<file path="src/rtl/calc_entry_ctrl_pkg.sv">
// Shared definitions for the calculator entry controller: operator codes,
// sequencing states and default sizing.
package calc_entry_ctrl_pkg;

    localparam int unsigned CALC_WIDTH      = 32;
    localparam int unsigned CALC_MAX_DIGITS = 9;

    typedef enum logic [1:0] {
        OP_ADD = 2'd0,
        OP_SUB = 2'd1,
        OP_MUL = 2'd2,
        OP_DIV = 2'd3
    } calc_op_t;

    typedef enum logic [2:0] {
        S_A    = 3'd0,
        S_OP   = 3'd1,
        S_B    = 3'd2,
        S_EXEC = 3'd3,
        S_RES  = 3'd4,
        S_ERR  = 3'd5
    } calc_state_t;

endpackage

</file>
<file path="src/rtl/calc_entry_ctrl_digit_accum.sv">
// Decimal operand accumulator: acc <= acc*10 + digit, leading zeros dropped,
// saturating silently once MAX_DIGITS significant digits are held.
module digit_accum #(
    parameter int unsigned WIDTH      = 32,
    parameter int unsigned MAX_DIGITS = 9
) (
    input  logic                              clk,
    input  logic                              rst_n,
    input  logic                              clear,
    input  logic                              load,
    input  logic [WIDTH-1:0]                  load_val,
    input  logic [$clog2(MAX_DIGITS+1)-1:0]   load_cnt,
    input  logic                              push,
    input  logic [3:0]                        digit,
    output logic [WIDTH-1:0]                  acc,
    output logic [WIDTH-1:0]                  acc_nxt
);

    localparam int unsigned CW = $clog2(MAX_DIGITS + 1);

    logic [CW-1:0] cnt;
    logic [CW-1:0] cnt_nxt;

    // acc_nxt is exported so the parent can register its display without lag.
    always_comb begin
        acc_nxt = acc;
        cnt_nxt = cnt;
        if (clear) begin
            acc_nxt = '0;
            cnt_nxt = '0;
        end else if (load) begin
            acc_nxt = load_val;
            cnt_nxt = load_cnt;
        end else if (push && digit <= 4'd9 && cnt != CW'(MAX_DIGITS)
                     && !(cnt == '0 && digit == 4'd0)) begin
            acc_nxt = acc * WIDTH'(10) + WIDTH'(digit);
            cnt_nxt = cnt + CW'(1);
        end
    end

    always_ff @(posedge clk or negedge rst_n) begin
        if (!rst_n) begin
            acc <= '0;
            cnt <= '0;
        end else begin
            acc <= acc_nxt;
            cnt <= cnt_nxt;
        end
    end

endmodule

</file>
<file path="src/rtl/calc_entry_ctrl.sv">
// Calculator expression sequencer: keypad events to operands A/B, ALU
// start/done handshake, and registered display/status outputs.
module calc_entry_ctrl
    import calc_entry_ctrl_pkg::*;
#(
    parameter int unsigned WIDTH      = CALC_WIDTH,
    parameter int unsigned MAX_DIGITS = CALC_MAX_DIGITS
) (
    input  logic             clk,
    input  logic             rst_n,
    input  logic             digit_vld,
    input  logic [3:0]       digit,
    input  logic             op_vld,
    input  logic [1:0]       op_code,
    input  logic             eq_vld,
    input  logic             clr_vld,
    output logic             alu_start,
    output logic [WIDTH-1:0] alu_a,
    output logic [WIDTH-1:0] alu_b,
    output logic [1:0]       alu_op,
    input  logic             alu_done,
    input  logic [WIDTH-1:0] alu_result,
    input  logic             alu_err,
    output logic [WIDTH-1:0] disp_value,
    output logic             disp_err,
    output logic             busy
);

    localparam int unsigned CW = $clog2(MAX_DIGITS + 1);

    calc_state_t      state;
    logic [WIDTH-1:0] result;
    logic             ev_clr, ev_eq, ev_op, ev_dig;
    logic             a_clear, a_load, a_push;
    logic             b_clear, b_load, b_push;
    logic [WIDTH-1:0] a_load_val, a_acc, a_nxt, b_acc, b_nxt, d_val;
    logic [CW-1:0]    a_load_cnt, d_cnt;

    always_comb begin
        ev_clr = clr_vld;
        ev_eq  = eq_vld && !clr_vld;
        ev_op  = op_vld && !clr_vld && !eq_vld;
        ev_dig = digit_vld && !clr_vld && !eq_vld && !op_vld && digit <= 4'd9;
        d_val  = WIDTH'(digit);
        d_cnt  = CW'(digit != 4'd0);

        a_clear    = ev_clr;
        a_load     = 1'b0;
        a_load_val = d_val;
        a_load_cnt = d_cnt;
        a_push     = ev_dig && state == S_A;
        b_clear    = ev_clr || (ev_dig && state == S_RES);
        b_load     = ev_dig && state == S_OP;
        b_push     = ev_dig && state == S_B;
        // From a shown result, op/eq chain on it with no room for more digits.
        if (state == S_RES && !ev_clr) begin
            if (ev_eq || ev_op) begin
                a_load     = 1'b1;
                a_load_val = result;
                a_load_cnt = CW'(MAX_DIGITS);
            end else if (ev_dig) begin
                a_load = 1'b1;
            end
        end
    end

    digit_accum #(.WIDTH(WIDTH), .MAX_DIGITS(MAX_DIGITS)) u_acc_a (
        .clk(clk), .rst_n(rst_n), .clear(a_clear), .load(a_load),
        .load_val(a_load_val), .load_cnt(a_load_cnt), .push(a_push),
        .digit(digit), .acc(a_acc), .acc_nxt(a_nxt)
    );

    digit_accum #(.WIDTH(WIDTH), .MAX_DIGITS(MAX_DIGITS)) u_acc_b (
        .clk(clk), .rst_n(rst_n), .clear(b_clear), .load(b_load),
        .load_val(d_val), .load_cnt(d_cnt), .push(b_push),
        .digit(digit), .acc(b_acc), .acc_nxt(b_nxt)
    );

    always_ff @(posedge clk or negedge rst_n) begin
        if (!rst_n) begin
            state      <= S_A;
            result     <= '0;
            alu_start  <= 1'b0;
            alu_a      <= '0;
            alu_b      <= '0;
            alu_op     <= '0;
            disp_value <= '0;
            disp_err   <= 1'b0;
            busy       <= 1'b0;
        end else begin
            alu_start <= 1'b0;
            if (ev_clr) begin
                state      <= S_A;
                result     <= '0;
                alu_a      <= '0;
                alu_b      <= '0;
                alu_op     <= '0;
                disp_value <= '0;
                disp_err   <= 1'b0;
                busy       <= 1'b0;
            end else begin
                case (state)
                    S_A: begin
                        disp_value <= a_nxt;
                        if (ev_op) begin
                            alu_op <= op_code;
                            state  <= S_OP;
                        end
                    end
                    S_OP: begin
                        if (ev_op) begin
                            alu_op <= op_code;
                        end else if (ev_dig && !ev_eq) begin
                            state      <= S_B;
                            disp_value <= b_nxt;
                        end
                    end
                    S_B: begin
                        if (ev_eq) begin
                            state      <= S_EXEC;
                            alu_start  <= 1'b1;
                            alu_a      <= a_acc;
                            alu_b      <= b_acc;
                            busy       <= 1'b1;
                            disp_value <= a_acc;
                        end else begin
                            disp_value <= b_nxt;
                        end
                    end
                    S_EXEC: begin
                        if (alu_done) begin
                            busy <= 1'b0;
                            if (alu_err) begin
                                state      <= S_ERR;
                                disp_value <= '0;
                                disp_err   <= 1'b1;
                            end else begin
                                state      <= S_RES;
                                result     <= alu_result;
                                disp_value <= alu_result;
                            end
                        end
                    end
                    S_RES: begin
                        if (ev_eq) begin
                            state      <= S_EXEC;
                            alu_start  <= 1'b1;
                            alu_a      <= result;
                            alu_b      <= b_acc;
                            busy       <= 1'b1;
                            disp_value <= result;
                        end else if (ev_op) begin
                            state      <= S_OP;
                            alu_op     <= op_code;
                            disp_value <= result;
                        end else if (ev_dig) begin
                            state      <= S_A;
                            disp_value <= a_nxt;
                        end
                    end
                    S_ERR: ;
                    default: state <= S_A;
                endcase
            end
        end
    end

endmodule

</file>
<file path="config.mk">
export PLATFORM = sky130hd
export DESIGN_NAME = calc_entry_ctrl
export DESIGN_NICKNAME = d
export VERILOG_FILES = /design/src/rtl/calc_entry_ctrl_pkg.sv /design/src/rtl/calc_entry_ctrl_digit_accum.sv /design/src/rtl/calc_entry_ctrl.sv
export SDC_FILE = /design/constraint.sdc
export NUM_CORES = 1
export LEC_CHECK = 0
export CAP_MARGIN = 20
export CORE_MARGIN = 2
export CORE_UTILIZATION = 35
export DETAILED_ROUTE_END_ITERATION = 10
export DONT_BUFFER_PORTS = 1
export PLACE_DENSITY = 0.51
export SLEW_MARGIN = 20
export SYNTH_ARGS = -nofsm -noshare
export SYNTH_HDL_FRONTEND = slang
export SYNTH_SLANG_ARGS = --single-unit
</file>
<file path="constraint.sdc">
create_clock -name clk -period 5.65 [get_ports clk]
set_input_delay 0 -clock clk [delete_from_list [all_inputs] [get_ports clk]]
set_output_delay 0 -clock clk [all_outputs]
set_load 0.005 [all_outputs]
</file>
==> results.sh <==
export IMPL_outcome="finished clean"
export IMPL_ctsRootBufferMaster="clkbuf_16"
export IMPL_crit_family="compound AO/OA/AOI/OAI gates"
export IMPL_use_met3_pct=3.74
export IMPL_setup_violations=0
export IMPL_ys_seq_area_share_pct=32.6
export IMPL_worst_pin_slew_ns=1.09
export IMPL_drtIter0Drc=1514
export IMPL_dieArea_um2=47300
export IMPL_synthCells=1947
export IMPL_crit_path_cell_trace="ha_1, ha_1, fa_1, a21o_1, a221o_2, a21oi_1, xnor2_1, nand4b_1, nor4_4, nand3_1, nor4b_1, xor2_1, o211ai_1, o211ai_1"
export IMPL_clock_skew_ns=0.0148
export IMPL_drt_pass1_iter_count=5
export IMPL_async_flop_share_pct=100
export IMPL_synth_area_um2=15900
export IMPL_synth_top_cells_by_area="dfrtp_1, ha_1, nand2_1, a21oi_1, nor2_1"
export IMPL_core_um2=45200
export IMPL_synth_top_area_share_pct=32.6
export IMPL_instances_no_fill=2566
export IMPL_crit_path_max_incr_delay_ns=0.47
export IMPL_p_per_area_nw_per_um2=288
export IMPL_grt_pass1_wl_um=96900
export IMPL_wire_per_inst_um=25.1
export IMPL_antenna_cells=0
export IMPL_drt_vias_per_instance=6.04
export IMPL_post_synth_top_count_cell="nand2_1"
export IMPL_relSlewSlack_pct=26.8
export IMPL_cts_tree="built"
export IMPL_areaGrowthSynthToFinish_pct=13.3
export IMPL_p_leak_nw=7.72
export IMPL_dr_total_vias=15500
export IMPL_die_x_um=217
export IMPL_overflow=0
export IMPL_yosys_area_top_type="dfrtp_1"
export IMPL_worst_setup_path_type="reg -> reg"
export IMPL_rsz0062_at_grt="false"
export IMPL_clk_pin_slew_ns=0.06
export IMPL_path_max_fanout=8
export IMPL_nFillCells=4616
export IMPL_gp_congestion=0.939
export IMPL_port_buffer_count=0
export IMPL_rows=78
export IMPL_p_total_mw=5.21
export IMPL_worst_path_buf_inv=0
export IMPL_antenna_found_initial=2
export IMPL_hold_viol=0
export IMPL_cts_sinks=208
export IMPL_ys_types=89
export IMPL_grt_pass1_vias=15200
export IMPL_postCtsResizedCells=0
export IMPL_grt_start_max_net_pins=209
export IMPL_hp_class="in -> reg"
export IMPL_drc=0
export IMPL_crit_required_ns=6.12
export IMPL_synth_common_cells="nand2_1, dfrtp_1, nor2_1"
export IMPL_critPathCaptureType="flip-flop"
export IMPL_grt_total_usage_pct=26.7
export IMPL_grt_use_met2_pct=44.7
export IMPL_multi_input_area_um2=10200
export IMPL_place_area_um2=16600
export IMPL_dp_hpwl_um=47000
export IMPL_synth_edf_count=0
export IMPL_ir_drop_mv=0.226
export IMPL_fin_nets=2119
export IMPL_cp_arrival_ns=5.24
export IMPL_fmax_ghz=0.210
export IMPL_fin_setup_tns_ns=0
export IMPL_io_pins=147
export IMPL_start_util_pct=35.3
export IMPL_fin_crit_sh_pct=84.3
export IMPL_drt_wl_total_um=64400
export IMPL_final_layout_size_suffix_gt1_share_pct=6.66
export IMPL_period_needed_ns=4.76
export IMPL_dieHeight_um=217
export IMPL_top_usage_layer="met2"
export IMPL_synth_seq_cells=208
export IMPL_ys_warnings_count=0
export IMPL_layout_area_seq_um2=5200
export IMPL_syn_area_per_cell_um2=8.19
export IMPL_finalMaxSlewViolations=0
export IMPL_cp_slowest_cell="dfrtp_1"
export IMPL_clkLatencyLatePin_ns=0.56
export IMPL_startpoint_type="flip-flop"
export IMPL_antenna_left=0
export IMPL_place_inst=2468
export IMPL_drv_cap=0
export IMPL_htree_levels=1
export IMPL_synth_top_flop_cell="dfrtp_1"
export IMPL_postLayoutCellArea_um2=18100
export IMPL_met1_usage_pct=34.7
export IMPL_synth_nets=2119
export IMPL_cts_buffers=26
export IMPL_clockBufferDepth=3
==> final timing paths <==
check,end,cells past startpoint,startpoint,slack [ns]
setup / recovery,disp_value[30]$_DFFE_PN0P_,14,u_acc_a.acc[1]$_DFF_PN0_,0.89
setup reg to reg,disp_value[30]$_DFFE_PN0P_,14,u_acc_a.acc[1]$_DFF_PN0_,0.89
max in group asynchronous,u_acc_a.acc[0]$_DFF_PN0_,3,rst_n,4.51
min in group asynchronous,alu_b[16]$_DFFE_PN0P_,2,rst_n,0.11
hold / removal,disp_value[23]$_DFFE_PN0P_,5,alu_result[23],0.02
hold reg to reg,alu_b[31]$_DFFE_PN0P_,1,u_acc_b.acc[31]$_DFF_PN0_,0.52
==> area by class of cell <==
| type | instances | share of cell area [%] |
|---|---|---|
| clock buffers | 40 | 4.51 |
| clock inverters | 7 | 0.672 |
| inverters | 26 | 0.540 |
| multi-input cells | 1593 | 56.5 |
| flip-flops and latches | 208 | 28.8 |
| well taps | 600 | 4.15 |
| repair buffers | 92 | 4.82 |
==> per-layer routing <==
layer	vias up	part of all wire (%)	wire length, µm
met5	-	0.017	11
met4	2	4.1	2640
met3	128	5.6	3580
met2	472	48	30800
met1	7710	42	27300
li1	7182	-	-
==> worst reg2reg max path, stage by stage, from the launching register on <==
cell	delay, ns
dfrtp_1	0.47
ha_1	0.33
ha_1	0.24
fa_1	0.42
a21o_1	0.21
a221o_2	0.43
a21oi_1	0.41
xnor2_1	0.25
nand4b_1	0.28
nor4_4	0.47
nand3_1	0.19
nor4b_1	0.39
xor2_1	0.27
o211ai_1	0.13
o211ai_1	0.18
==> through the flow <==
step | hold WS (ns) | utilization [%] | setup slack (ns)
5_1_grt | 0.0310 | 40.0 | 0.570
6_report | 0.0183 | 40.0 | 0.886
4_1_cts | 0.00682 | 39.9 | 0.955
3_5_place_dp | -0.290 | 36.7 | 0.974
2_1_floorplan | -0.296 | - | 1.42
3_3_place_gp | -0.290 | 36.7 | 1.05
==> repair_timing <==
action,4_1_cts,5_1_grt
setup buffers,0,0
endpoints found under the hold margin,360,0
hold buffers,50,0
endpoints found under the setup margin,0,0
==> registers in the layout, summed over array words and instances (netlist names), 4 cells and up <==
signal,flops
alu_a,32
alu_b,32
disp_value,32
result,32
u_acc_a.acc,32
u_acc_a.cnt,4
u_acc_b.acc,32
u_acc_b.cnt,4
==> cell families (layout without fill, tap and decap cells) <==
family,Yosys count,after routing,synth area share [%]
AND/OR/NAND/NOR,755,755,21.9
AO/OA/AOI/OAI,606,606,26.0
flip-flops,208,208,32.6
buffers and inverters,146,165,3.51
adder cells (fa/ha/maj),126,126,10.1
XOR/XNOR,96,96,5.27
multiplexers,10,10,0.644
==> where the power goes <==
group	internal, mW	switching [mW]
sequential	1.66	0.221
clock	1.13	0.719
combinational	0.452	1.03
==> layout by cell type (no fill, tap or decap), types with 27 or more instances in the layout <==
master,n
nand2_1,322
dfrtp_1,208
nor2_1,166
a21oi_1,157
ha_1,122
o21ai_0,117
nand3_1,55
xnor2_1,55
nor3_1,52
dlygate4sd3_1,48
a22o_1,47
xor2_1,41
buf_4,41
a311oi_1,40
a22oi_1,36
o211ai_1,27
clkbuf_16,27
(Power assumes the default switching activity.)
